$ cat src/rtl/seg7_pkg.sv
// -----------------------------------------------------------------------------
// seg7_pkg
// Shared definitions for the watch-face 7-segment scanner:
//   - segment patterns {g,f,e,d,c,b,a}, active-high, for digits 0-9,
//     the dash shown for non-BCD values, and the all-off pattern
//   - AN_OFF, the active-low digit-enable value with every digit dark
//   - digit_idx_t, the 2-bit scan slot index (0 = min0 ... 3 = hour1)
//   - an_select(), which maps a slot index to its one-hot-low enable
// -----------------------------------------------------------------------------
package seg7_pkg;

    localparam logic [6:0] SEG_0     = 7'h3F;
    localparam logic [6:0] SEG_1     = 7'h06;
    localparam logic [6:0] SEG_2     = 7'h5B;
    localparam logic [6:0] SEG_3     = 7'h4F;
    localparam logic [6:0] SEG_4     = 7'h66;
    localparam logic [6:0] SEG_5     = 7'h6D;
    localparam logic [6:0] SEG_6     = 7'h7D;
    localparam logic [6:0] SEG_7     = 7'h07;
    localparam logic [6:0] SEG_8     = 7'h7F;
    localparam logic [6:0] SEG_9     = 7'h6F;
    localparam logic [6:0] SEG_DASH  = 7'h40;
    localparam logic [6:0] SEG_BLANK = 7'h00;

    localparam logic [3:0] AN_OFF    = 4'b1111;

    typedef logic [1:0] digit_idx_t;

    // One-hot-low digit enable for the given slot.
    function automatic logic [3:0] an_select(input digit_idx_t idx);
        an_select = ~(4'b0001 << idx);
    endfunction

endpackage

$ cat src/rtl/bcd2seg.sv
// -----------------------------------------------------------------------------
// bcd2seg
// Purely combinational BCD to 7-segment decoder. Values 10-15 are not valid
// BCD and are shown as a dash so a corrupted counter is visible on the face.
//   digit  in  4  BCD value
//   seg    out 7  segments {g,f,e,d,c,b,a}, active-high
// -----------------------------------------------------------------------------
module bcd2seg
    import seg7_pkg::*;
(
    input  logic [3:0] digit,
    output logic [6:0] seg
);

    always_comb begin
        // NOTE: a default before the case keeps every path assigned, so no latch is inferred.
        seg = SEG_DASH;
        case (digit)
            4'd0: seg = SEG_0;
            4'd1: seg = SEG_1;
            4'd2: seg = SEG_2;
            4'd3: seg = SEG_3;
            4'd4: seg = SEG_4;
            4'd5: seg = SEG_5;
            4'd6: seg = SEG_6;
            4'd7: seg = SEG_7;
            4'd8: seg = SEG_8;
            4'd9: seg = SEG_9;
            default: seg = SEG_DASH;
        endcase
    end

endmodule

$ cat src/rtl/seg7_scan_driver.sv
// -----------------------------------------------------------------------------
// seg7_scan_driver
// Four-digit multiplexed 7-segment scanner for the hh:mm watch face. Each
// digit owns a slot of PRESCALE cycles; the first DEAD cycles of every slot
// are blanked to stop ghosting between digits. The four input digits are
// copied into a shadow register once per frame, at the very end of slot 3,
// so one frame never shows a mix of old and new time. The colon toggles on
// every second tick, independently of the scan.
//
// Parameters:
//   PRESCALE  clock cycles per digit slot (>= 4)
//   DEAD      blanked cycles at the start of each slot (1 <= DEAD < PRESCALE)
//
// Ports:
//   clk_i       in   1  system clock
//   rst_ni      in   1  asynchronous active-low reset
//   min0_i      in   4  BCD minute units
//   min1_i      in   4  BCD minute tens
//   hour0_i     in   4  BCD hour units
//   hour1_i     in   4  BCD hour tens
//   sec_tick_i  in   1  one-cycle pulse per second
//   seg_o       out  7  segments {g,f,e,d,c,b,a}, active-high, registered
//   an_o        out  4  digit enables, active-low one-hot, registered
//                       (bit0 = min0 ... bit3 = hour1)
//   colon_o     out  1  colon LEDs, active-high, registered
//
// Build option:
//   SEG7_LZB_EN  when defined, a zero hour-tens digit is blanked for its
//                whole slot (leading-zero blanking); slot timing is unchanged.
// -----------------------------------------------------------------------------
module seg7_scan_driver
    import seg7_pkg::*;
#(
    parameter int PRESCALE = 1000,
    parameter int DEAD     = 16
) (
    input  logic       clk_i,
    input  logic       rst_ni,
    input  logic [3:0] min0_i,
    input  logic [3:0] min1_i,
    input  logic [3:0] hour0_i,
    input  logic [3:0] hour1_i,
    input  logic       sec_tick_i,
    output logic [6:0] seg_o,
    output logic [3:0] an_o,
    output logic       colon_o
);

    localparam int                CNT_W    = $clog2(PRESCALE);
    localparam logic [CNT_W-1:0]  CNT_LAST = CNT_W'(PRESCALE - 1);
    localparam logic [CNT_W-1:0]  CNT_DEAD = CNT_W'(DEAD);

    if (PRESCALE < 4) begin : g_bad_prescale
        $error("seg7_scan_driver: PRESCALE must be at least 4");
    end
    if (DEAD < 1 || DEAD >= PRESCALE) begin : g_bad_dead
        $error("seg7_scan_driver: DEAD must satisfy 1 <= DEAD < PRESCALE");
    end

    logic [CNT_W-1:0] cnt;
    digit_idx_t       idx;
    logic [3:0][3:0]  shadow;      // [0]=min0 [1]=min1 [2]=hour0 [3]=hour1
    logic             slot_end;
    logic             frame_end;
    logic [6:0]       seg_dec;
    logic             lzb_blank;
    logic [6:0]       seg_next;
    logic [3:0]       an_next;

    assign slot_end  = (cnt == CNT_LAST);
    assign frame_end = slot_end && (idx == 2'd3);

    // Slot prescaler and digit index.
    always_ff @(posedge clk_i or negedge rst_ni) begin
        if (!rst_ni) begin
            cnt <= '0;
            idx <= '0;
        end else if (slot_end) begin
            // NOTE: sequential state uses non-blocking assignments so every flop samples pre-edge values.
            cnt <= '0;
            idx <= idx + 2'd1;
        end else begin
            cnt <= cnt + 1'b1;
        end
    end

    // Shadow copy of the time, refreshed only between frames.
    always_ff @(posedge clk_i or negedge rst_ni) begin
        if (!rst_ni) begin
            // NOTE: the shadow is reset because the first frame after reset must show a defined "0".
            shadow <= '0;
        end else if (frame_end) begin
            shadow <= {hour1_i, hour0_i, min1_i, min0_i};
        end
    end

    bcd2seg u_bcd2seg (
        .digit (shadow[idx]),
        .seg   (seg_dec)
    );

`ifdef SEG7_LZB_EN
    assign lzb_blank = (idx == 2'd3) && (shadow[3] == 4'd0);
`else
    assign lzb_blank = 1'b0;
`endif

    always_comb begin
        seg_next = SEG_BLANK;
        an_next  = AN_OFF;
        if (cnt >= CNT_DEAD && !lzb_blank) begin
            seg_next = seg_dec;
            an_next  = an_select(idx);
        end
    end

    // Registered pad drivers; the colon is a plain toggle on the second tick.
    always_ff @(posedge clk_i or negedge rst_ni) begin
        if (!rst_ni) begin
            seg_o   <= SEG_BLANK;
            an_o    <= AN_OFF;
            colon_o <= 1'b0;
        end else begin
            seg_o   <= seg_next;
            an_o    <= an_next;
            colon_o <= colon_o ^ sec_tick_i;
        end
    end

endmodule

$ cat config.mk
export PLATFORM = sky130hd
export DESIGN_NAME = seg7_scan_driver
export DESIGN_NICKNAME = d
export VERILOG_FILES = /design/src/rtl/seg7_pkg.sv /design/src/rtl/bcd2seg.sv /design/src/rtl/seg7_scan_driver.sv
export SDC_FILE = /design/constraint.sdc
export NUM_CORES = 1
export LEC_CHECK = 0
export BUFFER_PORTS_ARGS = -buffer_cell sky130_fd_sc_hd__buf_2
export CORE_AREA = 2 2 69 71
export CTS_CLUSTER_SIZE = 30
export DETAILED_ROUTE_END_ITERATION = 10
export DIE_AREA = 0 0 71 73
export HOLD_SLACK_MARGIN = 0.05
export PLACE_DENSITY_LB_ADDON = 0.05
export SLEW_MARGIN = 30
export SYNTH_ARGS = -nofsm -noshare
export SYNTH_HDL_FRONTEND = slang
export SYNTH_SLANG_ARGS = --single-unit
$ cat constraint.sdc
create_clock -name clk_i -period 2 [get_ports clk_i]
set_input_delay 0.2 -clock clk_i [delete_from_list [all_inputs] [get_ports clk_i]]
set_output_delay 0.2 -clock clk_i [all_outputs]
set_load 0.01 [all_outputs]
==> results.json, run 1 <==
{
  "ant_nets": 0,
  "crit_fanout": 4,
  "die_x_um": 71,
  "worstHoldPathType": "input pin to flip-flop",
  "critical_path.top_delay_family": "multiplexers",
  "avgRoutedWirePerCell_um": 13.3,
  "grt_use_total_pct": 14.2,
  "p_leak_nw": 1.05,
  "arrival_ps": 1990,
  "syn_nets": 187,
  "layout_min_cycle_time_ps": 1830,
  "clkSlewWorstSetupHoldPaths_ps": 80,
  "crit_chain": "mux4_2, inv_1, ha_1, and2_0, o21ai_0, a21oi_1",
  "synthCells": 157,
  "ir_drop_v": 0.000440,
  "drv_slew": 0,
  "grtUsageMet1_pct": 19.6,
  "layout_common_cells": "dfrtp_1, buf_2, mux2_2, nor2_1, ha_1",
  "mostFrequentLayoutCell": "dfrtp_1",
  "rsz0062_at_grt": "no",
  "cp_data_required_time_ps": 2160,
  "path_buf_inv": 1,
  "slew_headroom_pct": 67.1,
  "hold_viol": 0,
  "drc": 0,
  "core_area_um2": 4540,
  "finalSetupViolations": 0,
  "crit_path_top_delay_cell": "mux4_2",
  "worstMarginPinSlew_ps": 493,
  "via_per_inst": 4.95,
  "critical_path_class": "flip-flop to flip-flop",
  "pin_count": 31,
  "routed_wl_um": 3350,
  "use_met3_pct": 3.59,
  "outcome": "completed",
  "max-cap-violations": 0,
  "cts.sinks": 40,
  "place_congestion": 0.921,
  "port_buffers": 30,
  "area_delta_synth_final_pct": 17.4,
  "fin_cells": 252,
  "fin_nets": 227,
  "fin_hold_ws_ps": 104,
  "diodes": 0,
  "skew_ps": 6.82,
  "synthTopCellsByArea": "dfrtp_1, mux2_2, ha_1",
  "grt_max_degree": 41,
  "htree_levels": 2,
  "synth_area_um2": 1920,
  "yosysWarnings": 0,
  "root_buffer": "clkbuf_8",
  "yosys.area.top_type_share_pct": 47.0,
  "syn_avg_cell_area_um2": 12.2,
  "fin_ws_ps": 168,
  "tns_ps": 0,
  "max_clock_freq_mhz": 546,
  "antenna_found_initial": 0,
  "dp_slack_ps": 127,
  "clock_latency_ps": 280,
  "power_mw": 1.50,
  "grt-busiest-layer": "met2",
  "ys_ff_latch": 40,
  "grt-ovfl-total": 0,
  "fin_crit_sh_pct": 91.6,
  "grt_pass1_wl_um": 5730,
  "cts_tree": "built",
  "place_hpwl_um": 2460,
  "drt_first_pass_iters": 4,
  "cts_max_path_buffers": 2,
  "rows": 25,
  "num_vias": 1247,
  "yosys.area.top_type": "dfrtp_1",
  "final_core_util_pct": 49.6,
  "power_density_nw_per_um2": 667,
  "placed_cells": 243,
  "fin_area_um2": 2250,
  "place_area_um2": 2160,
  "slowest_delay_ps": 560,
  "grtUsageMet2_pct": 22.2,
  "cts_inserted_buffers": 5,
  "start_kind": "flip-flop",
  "grt_pass1_vias": 1180,
  "die_y_um": 73,
  "initialDrtViolationCount": 61,
  "initial_core_util_pct": 42.3,
  "seq_area_frac_synth_pct": 52.4,
  "cp-end-kind": "flip-flop",
  "drive_gt1_share_pct": 36.4,
  "synth_cell_types": 32,
  "cts_setup_buffers": 0,
  "die-area_um2": 5180
}
## path summary, 6_finish.rpt
kind                             from       end  slack (ps)  depth (start not counted)
max                            idx[0]  seg_o[3]         170                          6
min                        sec_tick_i   colon_o         100                          2
max reg2reg                    idx[0]  seg_o[3]         170                          6
min reg2reg                   colon_o   colon_o         460                          1
max in group asynchronous      rst_ni    idx[0]        1210                          2
min in group asynchronous      rst_ni    cnt[8]         430                          2
## layer usage
metal  part of all wire [%]  vias to the layer above
met5                      0                        -
met4                   0.72                        0
met3                    5.8                        2
met2                     45                       40
met1                     48                      585
li1                       -                      620
## worst register-to-register path, cell delays in order, from the launching register on
cell	delay (ps)
dfrtp_2	420
mux4_2	560
inv_1	100
ha_1	240
and2_0	140
o21ai_0	160
a21oi_1	80
## logic make-up (layout without fill, tap and decap cells)
group	after synthesis	in the layout	share of synthesized area, %
buf+inv	13	54	3.07
compound gates	18	18	5.48
simple gates	42	42	11.4
xor+xnor	8	8	3.65
flops	40	40	52.4
fa+ha+maj	11	11	7.18
mux	25	25	16.8
## synth_stat cells, drive strengths merged
cell and count:
nand4 2, o41a 1, and2 2, a21oi 9, and4bb 1, dfrtp 36
mux4 4, nand2 11, inv 9, mux2i 3, a21o 1, nand3 5
nor3b 1, a311oi 1, nor2b 1, o21bai 1, nor3 1, clkbuf 1
and3 1, xor2 4, o21ai 5, mux2 18, ha 11, xnor2 4
nor2 15, nor4 1, buf 3, and2b 1, dfstp 4
## power by group
part	internal (mW)	switching, mW	leakage [nW]	total [mW]
sequential	0.847	0.0186	0.474	0.866
combinational	0.0674	0.0678	0.536	0.135
clock	0.245	0.255	0.0422	0.499
total	1.16	0.341	1.05	1.50
## flip-flops by register name (all words and copies together), names as in the netlist
name / count
idx: 2
cnt: 10
colon_o: 1
seg_o: 7
an_o: 4
shadow: 16
## final cells by class
| class | count | area (µm²) |
|---|---|---|
| Multi-Input combinational cell | 104 | 853 |
| Clock inverter | 1 | 5.00 |
| Sequential cell | 40 | 1010 |
| Clock buffer | 7 | 76.3 |
| Timing Repair Buffer | 37 | 208 |
| Tap cell | 54 | 67.6 |
| Inverter | 9 | 33.8 |
| Fill cell | 401 | 2280 |
## what timing repair did
| item | 4_1_cts | 5_1_grt |
|---|---|---|
| hold buffers | 0 | 1 |
| resized for setup | 0 | 1 |
| hold endpoints to repair | 0 | 36 |
| endpoints found under the setup margin | 0 | 1 |
Power figures use the tool's default switching activity.
==> run 2, diff against run 1 <==
Settings changed: SETUP_SLACK_MARGIN set to 0.4.
==> run 2 against run 1 <==
First-iteration DRC count up 34%. Register-to-register slack better by 80 ps. Via count is 9.4% higher. Global-route usage grew 2.9 points. Highest routed layer unchanged. Hold slack improved by 0.56 ps. Utilization is 7.0 points higher. Flip-flop and latch count did not move. Total power is 13% higher. Cell area rose by 14%. Wire length is 23% higher. Cell count increased by 4.4%.
==> results.json, run 2 (same netlist as run 1, synthesis figures left out) <==
{
  "outcome": "completed",
  "fin_cells": 263,
  "ant_nets": 0,
  "place_congestion": 0.879,
  "worstMarginPinSlew_ps": 492,
  "clock_latency_ps": 290,
  "clkSlewWorstSetupHoldPaths_ps": 80,
  "tns_ps": 0,
  "start_kind": "flip-flop",
  "placed_cells": 240,
  "cts_tree": "built",
  "seq_power_share_pct": 51.4,
  "ir_drop_v": 0.000430,
  "top_regs": "shadow (16), cnt (10), seg_o (7)",
  "die_x_um": 71,
  "initial_core_util_pct": 42.3,
  "routed_wl_um": 4110,
  "worstHoldPathType": "input pin to flip-flop",
  "slew_headroom_pct": 67.2,
  "initialDrtViolationCount": 82,
  "antenna_found_initial": 0,
  "largest-register": "shadow",
  "core_area_um2": 4540,
  "layout_min_cycle_time_ps": 1750,
  "root_buffer": "clkbuf_8",
  "grt_use_total_pct": 17.1,
  "drv_slew": 0,
  "max-cap-violations": 0,
  "layout_common_cells": "dfrtp_1, buf_2, nor2_1, buf_4",
  "rows": 25,
  "htree_levels": 2,
  "p_sw_share_pct": 22.7,
  "r2r_start": "idx[0]",
  "avgRoutedWirePerCell_um": 15.6,
  "diodes": 0,
  "max_clock_freq_mhz": 572,
  "largest_register_ffs": 16,
  "drc": 0,
  "cts_inserted_buffers": 5,
  "power_density_nw_per_um2": 658,
  "cp-end-kind": "flip-flop",
  "die_y_um": 73,
  "fin_crit_sh_pct": 87.4,
  "via_per_inst": 5.19,
  "grt_pass1_vias": 1355,
  "cts.sinks": 40,
  "skew_ps": 6.65,
  "grt_pass1_wl_um": 6730,
  "rsz0062_at_grt": "yes",
  "grt_max_degree": 41,
  "crit_fanout": 5,
  "combPwrFrac_pct": 10.5,
  "num_vias": 1364,
  "die-area_um2": 5180,
  "finalSetupViolations": 0,
  "intPower_mw": 1.31,
  "port_buffers": 30,
  "drive_gt1_share_pct": 49.3,
  "drt_first_pass_iters": 6,
  "critical_path_class": "flip-flop to flip-flop",
  "fin_nets": 238,
  "place_hpwl_um": 2560,
  "grt-ovfl-total": 0,
  "hold_viol": 0,
  "fin_hold_ws_ps": 105,
  "worstSetupStartpoint": "idx[0]",
  "cp_data_required_time_ps": 2220,
  "power_mw": 1.69,
  "cts_max_path_buffers": 2,
  "final_core_util_pct": 56.6,
  "p_sw_mw": 0.384,
  "arrival_ps": 1970,
  "hold_start": "sec_tick_i",
  "mostFrequentLayoutCell": "dfrtp_1",
  "area_delta_synth_final_pct": 33.9,
  "p_leak_nw": 1.16,
  "pin_count": 31,
  "p_clk_share_pct": 38.1
}
## run 2: cell types whose count changed in the layout (fill, tap and decap cells not counted), sizes merged
| cell | change |
|---|---|
| buf | +9 |
| bufinv | +1 |
| clkbuf | -2 |
| clkinvlp | +1 |
| mux4 | +1 |
| nand2 | +1 |
## run 2: metal layers
metal | wire [µm] | GRT usage [%]
met5 | 0 | 0
met3 | 228 | 4.83
met1 | 1940 | 23.7
met2 | 1870 | 25.5
met4 | 74 | 6.92
## run 2: path summary, 6_finish.rpt
path	slack (ps)	cells after the start	to
max reg2reg	250	5	seg_o[6]
min in group asynchronous	420	2	cnt[4]
max	250	5	seg_o[6]
min reg2reg	480	1	colon_o
min	100	2	colon_o
max in group asynchronous	1200	2	idx[0]
## run 2: critical path, stage by stage (launching register included)
cell and delay (ps):
dfrtp_2 420, buf_6 110, buf_6 100, mux4_2 600
mux2_4 340, a21oi_2 110
## run 2: layout make-up
class,instances,area (µm²)
Fill cell,389,1970
Multi-Input combinational cell,106,1040
Sequential cell,40,1010
Timing Repair Buffer,46,307
Clock buffer,5,68.8
Tap cell,54,67.6
Clock inverter,3,42.5
Inverter,9,38.8
## run 2: repair_timing
action | CTS | global route
pin swaps | 8 | 6
gates resized for setup | 27 | 11
endpoints found under the setup margin | 24 | 24
hold buffers | 0 | 1
cloned | 2 | 0
endpoints found under the hold margin | 0 | 36
buffers inserted | 10 | 2
## run 2: power groups by stage
| stage | combinational (mW) | sequential [mW] | clock (mW) |
|---|---|---|---|
| after global placement | 0.135 | 0.881 | 0 |
| after CTS | 0.166 | 0.870 | 0.668 |
| final | 0.177 | 0.870 | 0.644 |
| after detailed placement | 0.140 | 0.883 | 0 |
| after floorplan | 0.0627 | 0.889 | 0 |
| after global routing | 0.194 | 0.874 | 0.706 |
## run 2: per-stage QoR
| step | worst slack, ps | instance area, µm² |
|---|---|---|
| global route | 161 | 2570 |
| global placement | 232 | 2160 |
| CTS | 239 | 2500 |
| detailed placement | 203 | 2160 |
| finish | 252 | 2570 |
| floorplan | 183 | 1960 |
==> run 3, diff against run 2 <==
Clock period 2 ns to 2.2 ns, I/O delays scaled along.
==> run 3 against run 2 <==
Cell count down 2.7%. First-iteration DRC count fell by 1.2%. Register-to-register slack better by 190 ps. Critical path depth fell by 1. Count of clock-buffer cells in the layout grew 3. Critical path type unchanged. Critical endpoint is now shadow[3]. Highest routed layer unchanged.
==> results.json, run 3 (same netlist as run 1, synthesis figures left out) <==
{
  "tns_ps": 0,
  "avgRoutedWirePerCell_um": 14.9,
  "clock_latency_ps": 290,
  "fin_area_um2": 2360,
  "top_regs": "shadow (16), cnt (10), seg_o (7)",
  "holdPathEnd": "colon_o",
  "outcome": "completed",
  "die_x_um": 71,
  "layout_common_cells": "dfrtp_1, buf_2, mux2_2, nor2_1",
  "max-cap-violations": 0,
  "crit_path_top_delay_cell": "dfrtp_1",
  "cts.sinks": 40,
  "core_area_um2": 4540,
  "initial_core_util_pct": 42.3,
  "wl_met2_um": 1720,
  "worstMarginPinSlew_ps": 490,
  "routed_wl_um": 3810,
  "cp-end-kind": "flip-flop",
  "cp_data_required_time_ps": 2360,
  "fin_ws_ps": 439,
  "cts_tree": "built",
  "root_buffer": "clkbuf_8",
  "power_density_nw_per_um2": 613,
  "largest-register": "shadow",
  "arrival_ps": 1930,
  "pin_count": 31,
  "hold_start": "sec_tick_i",
  "dp_slack_ps": 242,
  "critical_path.top_delay_family": "simple AND/OR/NAND/NOR gates",
  "r2r-end": "shadow[3]",
  "die_y_um": 73,
  "fin_nets": 231,
  "hold_viol": 0,
  "met3_length_um": 177,
  "num-fill-cells": 400,
  "reg2reg_depth": 4,
  "area_delta_synth_final_pct": 23.0,
  "grt_pass1_vias": 1262,
  "grt_use_total_pct": 14.3,
  "largest_register_ffs": 16,
  "top_layer_used": "met4",
  "rows": 25,
  "grt-ovfl-total": 0,
  "cts_max_path_buffers": 2,
  "routedLengthMet1_um": 1840,
  "mostFrequentLayoutCell": "dfrtp_1",
  "slew_headroom_pct": 67.3,
  "diodes": 0,
  "drv_slew": 0,
  "power_mw": 1.45,
  "via_per_inst": 5.18,
  "ant_nets": 0,
  "path_buf_inv": 0,
  "slowest_delay_ps": 470,
  "worstHoldPathType": "input pin to flip-flop",
  "cts_inserted_buffers": 5,
  "critical_path_class": "flip-flop to flip-flop",
  "crit_fanout": 8,
  "crit_chain": "and4bb_2, nor3b_4, nand2_4, mux2_2",
  "grt_pass1_wl_um": 5820,
  "num_vias": 1325,
  "initialDrtViolationCount": 81,
  "fin_hold_ws_ps": 127,
  "die-area_um2": 5180,
  "antenna_found_initial": 0,
  "grt_max_degree": 41,
  "ff2ff_setup_slack_ps": 440,
  "port_buffers": 30,
  "place_congestion": 0.836,
  "drc": 0,
  "holdPathStages": 2,
  "layout_min_cycle_time_ps": 1760,
  "skew_ps": 10.8,
  "place_hpwl_um": 2480,
  "rsz0062_at_grt": "yes",
  "r2r_start": "cnt[4]",
  "cp.depth": 4,
  "p_leak_nw": 1.10,
  "finalSetupViolations": 0,
  "drive_gt1_share_pct": 42.1,
  "fin_crit_sh_pct": 80.0,
  "start_kind": "flip-flop",
  "place_area_um2": 2140,
  "clkSlewWorstSetupHoldPaths_ps": 80,
  "htree_levels": 2,
  "drt_first_pass_iters": 4,
  "ir_drop_v": 0.000353,
  "max_clock_freq_mhz": 568
}
run 3: cell count changes in the layout (fill, tap and decap cells not counted), moves of 3 or more:
cell / previous run / this run
mux2_4: 9 / 0
buf_6: 3 / 0
a21oi_2: 4 / 1
a21oi_1: 5 / 8
ha_1: 5 / 9
mux2_2: 9 / 18
ha_4: 5 / 2
run 3: stage by stage:
| stage | utilization [%] | std cells |
|---|---|---|
| 2_1_floorplan | - | 157 |
| 5_1_grt | 52.0 | 256 |
| 3_5_place_dp | 47.1 | 239 |
| 3_3_place_gp | 47.1 | 239 |
| 6_report | 52.0 | 256 |
| 4_1_cts | 49.5 | 248 |
run 3: per-layer routing:
layer	track usage, %	vias to the layer above
met5	0	-
met4	6.50	0
met3	3.18	7
met2	22.2	44
li1	-	633
met1	19.3	641
run 3: worst max path at each step:
stage                 end   start
4_1_cts          seg_o[3]  idx[0]
2_1_floorplan  shadow[10]  cnt[0]
5_1_grt          seg_o[4]  idx[0]
3_5_place_dp     seg_o[3]  idx[0]
6_report        shadow[3]  cnt[4]
3_3_place_gp     seg_o[3]  idx[0]
run 3: timing repair:
action / 4_1_cts / 5_1_grt
setup endpoints to repair: 7 / 21
resized for setup: 2 / 11
gates cloned: 0 / 2
hold buffers: 0 / 1
endpoints found under the hold margin: 0 / 36
pin swaps: 0 / 5
setup buffers: 1 / 5
run 3: area by class of cell:
type                       instances  area (µm²)  area share, %
clock buffer                       8         100           4.24
inverter                           9        36.3           1.54
multi-input combinational        106         925           39.2
sequential                        40        1010           42.7
tap                               54        67.6           2.86
timing repair buffer              39         223           9.44
run 3: report_power, final:
part | switching (mW) | total (mW) | internal (mW)
clock network | 0.239 | 0.525 | 0.286
registers | 0.0193 | 0.789 | 0.770
logic | 0.0662 | 0.131 | 0.0646
total | 0.325 | 1.45 | 1.12
